[config.mk]
export PLATFORM = sky130hd
export DESIGN_NAME = lsu_data_port
export DESIGN_NICKNAME = d
export VERILOG_FILES = /design/src/rtl/lsu_data_port_pkg.sv /design/src/rtl/lsu_data_port_align.sv /design/src/rtl/lsu_data_port.sv
export SDC_FILE = /design/constraint.sdc
export NUM_CORES = 1
export LEC_CHECK = 0
export ABC_CLOCK_PERIOD_IN_PS = 2930
export CORE_UTILIZATION = 30
export CTS_CLUSTER_DIAMETER = 60
export DETAILED_ROUTE_END_ITERATION = 6
export GPL_TIMING_DRIVEN = 1
export PLACE_DENSITY = 0.54
export SLEW_MARGIN = 30
export SYNTH_ARGS = -nofsm -noshare
export SYNTH_HDL_FRONTEND = slang
export SYNTH_SLANG_ARGS = --single-unit
[constraint.sdc]
create_clock -name clk -period 2.93 [get_ports clk]
set_input_delay 0.586 -clock clk [delete_from_list [all_inputs] [get_ports clk]]
set_output_delay 0.586 -clock clk [all_outputs]
set_load 0.02 [all_outputs]
[src/rtl/lsu_data_port_pkg.sv]
// Shared types for the load/store unit: access-size encodings, FSM states,
// error causes and the request legality check.
package lsu_data_port_pkg;

  localparam logic [2:0] F3_B  = 3'b000;
  localparam logic [2:0] F3_H  = 3'b001;
  localparam logic [2:0] F3_W  = 3'b010;
  localparam logic [2:0] F3_BU = 3'b100;
  localparam logic [2:0] F3_HU = 3'b101;

  typedef enum logic [1:0] {
    IDLE,
    REQ,
    WAIT_R,
    DONE
  } lsu_state_e;

  typedef enum logic [2:0] {
    ERR_NONE,
    ERR_CONFLICT,
    ERR_FUNCT3,
    ERR_MISALIGN,
    ERR_TIMEOUT
  } err_cause_e;

  // Classifies a request at issue time; anything but ERR_NONE completes
  // without touching memory.
  function automatic err_cause_e check_request(input logic       load,
                                               input logic       store,
                                               input logic [2:0] f3,
                                               input logic [1:0] off);
    logic legal;
    if (load && store) return ERR_CONFLICT;
    if (store) legal = (f3 == F3_B) || (f3 == F3_H) || (f3 == F3_W);
    else       legal = (f3 == F3_B) || (f3 == F3_H) || (f3 == F3_W) ||
                       (f3 == F3_BU) || (f3 == F3_HU);
    if (!legal) return ERR_FUNCT3;
    if ((f3[1:0] == 2'b01) && off[0])         return ERR_MISALIGN;
    if ((f3[1:0] == 2'b10) && (off != 2'b00)) return ERR_MISALIGN;
    return ERR_NONE;
  endfunction

endpackage

[src/rtl/lsu_data_port_align.sv]
// Combinational lane logic: load byte/half extraction with sign/zero
// extension, and store lane replication with byte strobes.
module lsu_align
  import lsu_data_port_pkg::*;
(
  input  logic [2:0]  funct3,
  input  logic [1:0]  byte_off,
  input  logic        is_store,
  input  logic [31:0] store_data,
  input  logic [31:0] rdata,
  output logic [31:0] wdata,
  output logic [3:0]  wstrb,
  output logic [31:0] load_val
);

  logic [7:0]  byte_v;
  logic [15:0] half_v;
  logic        sext;

  always_comb begin
    byte_v = rdata[{byte_off, 3'b000} +: 8];
    half_v = byte_off[1] ? rdata[31:16] : rdata[15:0];
    sext   = ~funct3[2];

    case (funct3[1:0])
      2'b00:   load_val = {{24{sext & byte_v[7]}}, byte_v};
      2'b01:   load_val = {{16{sext & half_v[15]}}, half_v};
      default: load_val = rdata;
    endcase

    // Loads present an all-zero write beat.
    wdata = '0;
    wstrb = '0;
    if (is_store) begin
      case (funct3[1:0])
        2'b00: begin
          wdata = {4{store_data[7:0]}};
          wstrb = 4'b0001 << byte_off;
        end
        2'b01: begin
          wdata = {2{store_data[15:0]}};
          wstrb = byte_off[1] ? 4'b1100 : 4'b0011;
        end
        default: begin
          wdata = store_data;
          wstrb = 4'b1111;
        end
      endcase
    end
  end

endmodule

[src/rtl/lsu_data_port.sv]
// Load/store unit: turns execute-stage load/store ops into req/ready/rvalid
// memory transactions and stalls the core until each one completes.
module lsu_data_port
  import lsu_data_port_pkg::*;
#(
  parameter int TIMEOUT = 255,
  parameter int ADDR_W  = 32
) (
  input  logic              clk,
  input  logic              rst_n,
  input  logic              load,
  input  logic              store,
  input  logic [2:0]        funct3,
  input  logic [ADDR_W-1:0] addr,
  input  logic [31:0]       store_data,
  output logic              stall,
  output logic              done,
  output logic [31:0]       load_data,
  output logic              err,
  output logic              dmem_req,
  output logic              dmem_we,
  output logic [ADDR_W-1:0] dmem_addr,
  output logic [31:0]       dmem_wdata,
  output logic [3:0]        dmem_wstrb,
  input  logic              dmem_ready,
  input  logic              dmem_rvalid,
  input  logic [31:0]       dmem_rdata
);

  // Counter only needs to reach TIMEOUT-1 before the abort fires.
  localparam int CNT_W = (TIMEOUT > 1) ? $clog2(TIMEOUT) : 1;

  lsu_state_e        state_reg;
  err_cause_e        cause_reg;
  logic              we_reg;
  logic [2:0]        funct3_reg;
  logic [1:0]        off_reg;
  logic [ADDR_W-3:0] word_reg;
  logic [31:0]       wdata_reg;
  logic [3:0]        wstrb_reg;
  logic [CNT_W-1:0]  cnt_reg;
  logic [31:0]       load_data_reg;

  logic        in_idle;
  logic [2:0]  align_f3;
  logic [1:0]  align_off;
  logic        align_store;
  logic [31:0] align_wdata;
  logic [3:0]  align_wstrb;
  logic [31:0] align_load;
  err_cause_e  req_cause;
  logic        timed_out;

  // In IDLE the aligner sees the live request so the write beat can be
  // captured; afterwards it sees the latched op for load extraction.
  assign in_idle     = (state_reg == IDLE);
  assign align_f3    = in_idle ? funct3 : funct3_reg;
  assign align_off   = in_idle ? addr[1:0] : off_reg;
  assign align_store = in_idle ? (store & ~load) : we_reg;
  assign req_cause   = check_request(load, store, funct3, addr[1:0]);
  assign timed_out   = (TIMEOUT != 0) && (cnt_reg == CNT_W'(TIMEOUT - 1));

  lsu_align u_align (
    .funct3     (align_f3),
    .byte_off   (align_off),
    .is_store   (align_store),
    .store_data (store_data),
    .rdata      (dmem_rdata),
    .wdata      (align_wdata),
    .wstrb      (align_wstrb),
    .load_val   (align_load)
  );

  always_ff @(posedge clk or negedge rst_n) begin
    if (!rst_n) begin
      state_reg     <= IDLE;
      cause_reg     <= ERR_NONE;
      we_reg        <= 1'b0;
      funct3_reg    <= '0;
      off_reg       <= '0;
      word_reg      <= '0;
      wdata_reg     <= '0;
      wstrb_reg     <= '0;
      cnt_reg       <= '0;
      load_data_reg <= '0;
    end else begin
      case (state_reg)
        IDLE: begin
          cnt_reg <= '0;
          if (load || store) begin
            we_reg     <= store & ~load;
            funct3_reg <= funct3;
            off_reg    <= addr[1:0];
            word_reg   <= addr[ADDR_W-1:2];
            wdata_reg  <= align_wdata;
            wstrb_reg  <= align_wstrb;
            cause_reg  <= req_cause;
            if (req_cause != ERR_NONE) begin
              load_data_reg <= '0;
              state_reg     <= DONE;
            end else begin
              state_reg <= REQ;
            end
          end
        end
        REQ: begin
          if (dmem_ready) begin
            cnt_reg   <= '0;
            state_reg <= we_reg ? DONE : WAIT_R;
          end else if (timed_out) begin
            cause_reg     <= ERR_TIMEOUT;
            load_data_reg <= '0;
            state_reg     <= DONE;
          end else begin
            cnt_reg <= cnt_reg + 1'b1;
          end
        end
        WAIT_R: begin
          if (dmem_rvalid) begin
            load_data_reg <= align_load;
            state_reg     <= DONE;
          end else if (timed_out) begin
            cause_reg     <= ERR_TIMEOUT;
            load_data_reg <= '0;
            state_reg     <= DONE;
          end else begin
            cnt_reg <= cnt_reg + 1'b1;
          end
        end
        default: begin
          cause_reg <= ERR_NONE;
          state_reg <= IDLE;
        end
      endcase
    end
  end

  assign stall      = (load | store) & (state_reg != DONE);
  assign done       = (state_reg == DONE);
  assign err        = done && (cause_reg != ERR_NONE);
  assign load_data  = load_data_reg;
  assign dmem_req   = (state_reg == REQ);
  assign dmem_we    = we_reg;
  assign dmem_addr  = {word_reg, 2'b00};
  assign dmem_wdata = wdata_reg;
  assign dmem_wstrb = wstrb_reg;

endmodule

==> summary.txt, run 1 <==
status = completed
Crit path buffers/inverters = 2
final slew viol count = 0
critical path's largest stage delay = 0.55 ns
Largest delay share family, worst path = compound AO/OA/AOI/OAI gates
maximum clock frequency = 0.363 GHz
max_cap viols = 0
Final WS setup = 0.173 ns
minimum setup slack among reg-to-reg paths = 0.17 ns
iteration count of the initial detailed-routing pass = 5
DP HPWL = 14400 um
type of element capturing the critical path = register
pwr/cell area = 1090 nW/um2
clk sinks = 117
CORE AREA = 19000 um2
final setup fails = 0
number of synthesized flops with an enable pin = 0
WP data arrival = 3.02 ns
Via Count = 5621
Initial Utilization = 0.311
fin crit share = 0.941
die area = 20300 um2
internal power = 5.85 mW
Area contributors post-synth = dfrtp_1 (50%), mux2_2 (6.7%), nand2_1 (6.1%), o21ai_0 (4.2%), a21oi_1 (3.5%)
Worst Path Required = 3.19 ns
Switching Share = 0.405
Port-buffer cells = 207
reg-to-reg critical path startpoint = state_reg[0]
worst-path cell chain = inv_1 -> ha_1 -> buf_4 -> mux2i_1 -> o21ai_0 -> o21ai_4 -> o21ai_0
first-pass GRT wire length = 30200 um
Rows = 50
most used cell, CP = o21ai_0
Core Util, Final = 0.474
fin crit period = 2.76 ns
met2 WL = 9410 um
number of global-route vias before repair = 5440
kind of critical path = reg2reg
Crit path depth = 7
DRC = 0
sequential share of the synthesized area = 0.496
hold buffers post-CTS = 0
Root Driver = clkbuf_16
# nets final = 926
Detailed Route Iter0 Violations = 309
I/O pins = 210
Ys Warns = 0
overall routing resource usage = 0.196
die height = 142 um
gr ovfl total = 0
r2r worst-path depth = 7
CP Max Fanout = 21
RSZ-0062 raised after global routing = false
Num CTS Buffers = 17
synthesized area = 5910 um2
Worst VDD drop = 641 uV
clock slew at reported path FFs = 0.06 ns
final wirelength = 19600 um
Post-Route M1 WL = 8520 um
synth unique cells = 56
FF-to-FF End = load_data[21]
DP Worst Slack = -0.247 ns
Filler Cell Count = 1802
CP startpoint kind = register
WL met3 = 1280 um
Hold/Removal Path Class = in2async
initial antenna violation count = 1
Switch Pwr = 3.98 mW
post-synth top area cell = dfrtp_1
setup repair bufs after CTS = 0
ys async rst share = 1.00
Sequential Power Share = 0.262
Avg Cell Area, Syn = 9.81 um2
setup TNS = 0 ns
CTS Buffer Depth = 2
Setup Skew = 0.0110 ns
Post-synth top cells = dfrtp_1 (117), nand2_1 (96), o21ai_0 (50), a21oi_1 (41), mux2_2 (35)
Max-slew headroom = 0.435
Routed WL per cell = 18.0 um
Layout area overhead = 52.5%
layout cells sized above 1 = 0.154
#FFs+latches synth = 117
Hold Vio Cnt, Final = 0
Synth top area share = 0.496
largest net degree at the start of global routing = 56
highest routed layer = met5
Syn Inst Count = 602
Via density = 5.18
most frequent cell after synthesis = dfrtp_1
slowest stage cell, crit path = o21ai_4
Routed Antenna Nets = 0
Post-synth top flop = dfrtp_1
Lkg Pwr = 3.80 nW
H-tree levels = 4
TritonCTS clock tree = done
antenna cell count = 0
clock share of power = 0.230
Clk Latency, worst-skew pair = 0.42 ns
Tightest Pin Transition = 0.847 ns
Die Wd = 142 um
Placer Congestion = 0.874
Comb power frac = 0.508
how the worst max path moves through the flow:
| stage | start | endpoint | slack [ns] |
|---|---|---|---|
| final | state_reg[0] | load_data[21] | 0.17 |
| after global routing | state_reg[0] | load_data[21] | 0.01 |
| after CTS | state_reg[0] | load_data[21] | 0.16 |
| after detailed placement | addr[0] | load_data[21] | -0.25 |
| after global placement | addr[0] | load_data[17] | -0.13 |
| after floorplan | state_reg[1] | load_data[23] | 0.57 |
power by group through the flow:
stage               clock network [mW]  logic, mW  registers (mW)
floorplan                            0       2.33            3.15
global placement                     0       4.92            2.57
detailed placement                   0       4.98            2.60
CTS                               2.31       5.02            2.58
global route                      2.39       5.35            2.65
finish                            2.26       4.99            2.58
routing by layer:
| layer | track usage | up-vias |
|---|---|---|
| met3 | 0.0474 | 24 |
| met2 | 0.321 | 230 |
| met1 | 0.250 | 2754 |
| li1 | - | 2611 |
| met5 | 0 | - |
| met4 | 0.0713 | 2 |
metrics by stage:
step                total power [mW]  hold slack (ns)  cells  area [um2]
CTS                             9.91            0.172   1086        9000
floorplan                       5.48            0.290    603        5910
global route                    10.4            0.194   1086        9010
finish                          9.83            0.166   1086        9010
global placement                7.49            0.453   1054        8350
detailed placement              7.58            0.456   1054        8360
layout by cell type (no fill, tap or decap), types with 15 or more instances in the layout:
cell type,synthesis,final
a21oi_1,41,41
buf_4,4,26
clkbuf_16,0,17
clkdlybuf4s50_1,0,206
dfrtp_1,117,117
mux2_2,35,35
nand2_1,96,96
nand3_1,18,18
nor2_1,25,24
nor3_1,15,15
o21ai_0,50,50
o22ai_1,24,24
logic make-up after synthesis:
group,count (synthesis),synth area share
other,1,0.000635
multiplexers,47,0.0871
AND/OR/NAND/NOR,188,0.150
flip-flops,117,0.496
buffers and inverters,55,0.0424
adder cells (fa/ha/maj),8,0.0169
AO/OA/AOI/OAI,186,0.208
repair_timing:
item,CTS,global route
resized for setup,1,2
endpoints found under the hold margin,0,0
pin swaps,0,0
setup endpoints to repair,6,11
layout make-up:
| type | instances | area (um2) | share of cell area |
|---|---|---|---|
| well taps | 260 | 325 | 0.0361 |
| repair buffers | 235 | 2320 | 0.257 |
| clock inverters | 14 | 199 | 0.0221 |
| multi-input cells | 431 | 2760 | 0.306 |
| flip-flops and latches | 117 | 2930 | 0.325 |
| clock buffers | 18 | 439 | 0.0487 |
| inverters | 11 | 41.3 | 0.00458 |
Power figures use the tool's default switching activity.
==> inputs of run 2 (changes only) <==
--- a/config.mk
+++ b/config.mk
@@ -6,6 +6,7 @@
 export NUM_CORES = 1
 export LEC_CHECK = 0
 export ABC_CLOCK_PERIOD_IN_PS = 2930
+export CAP_MARGIN = 20
 export CORE_UTILIZATION = 30
 export CTS_CLUSTER_DIAMETER = 60
 export DETAILED_ROUTE_END_ITERATION = 6
==> results of run 2 <==
No change in the layout: final DEF, timing and power equal those of run 1.
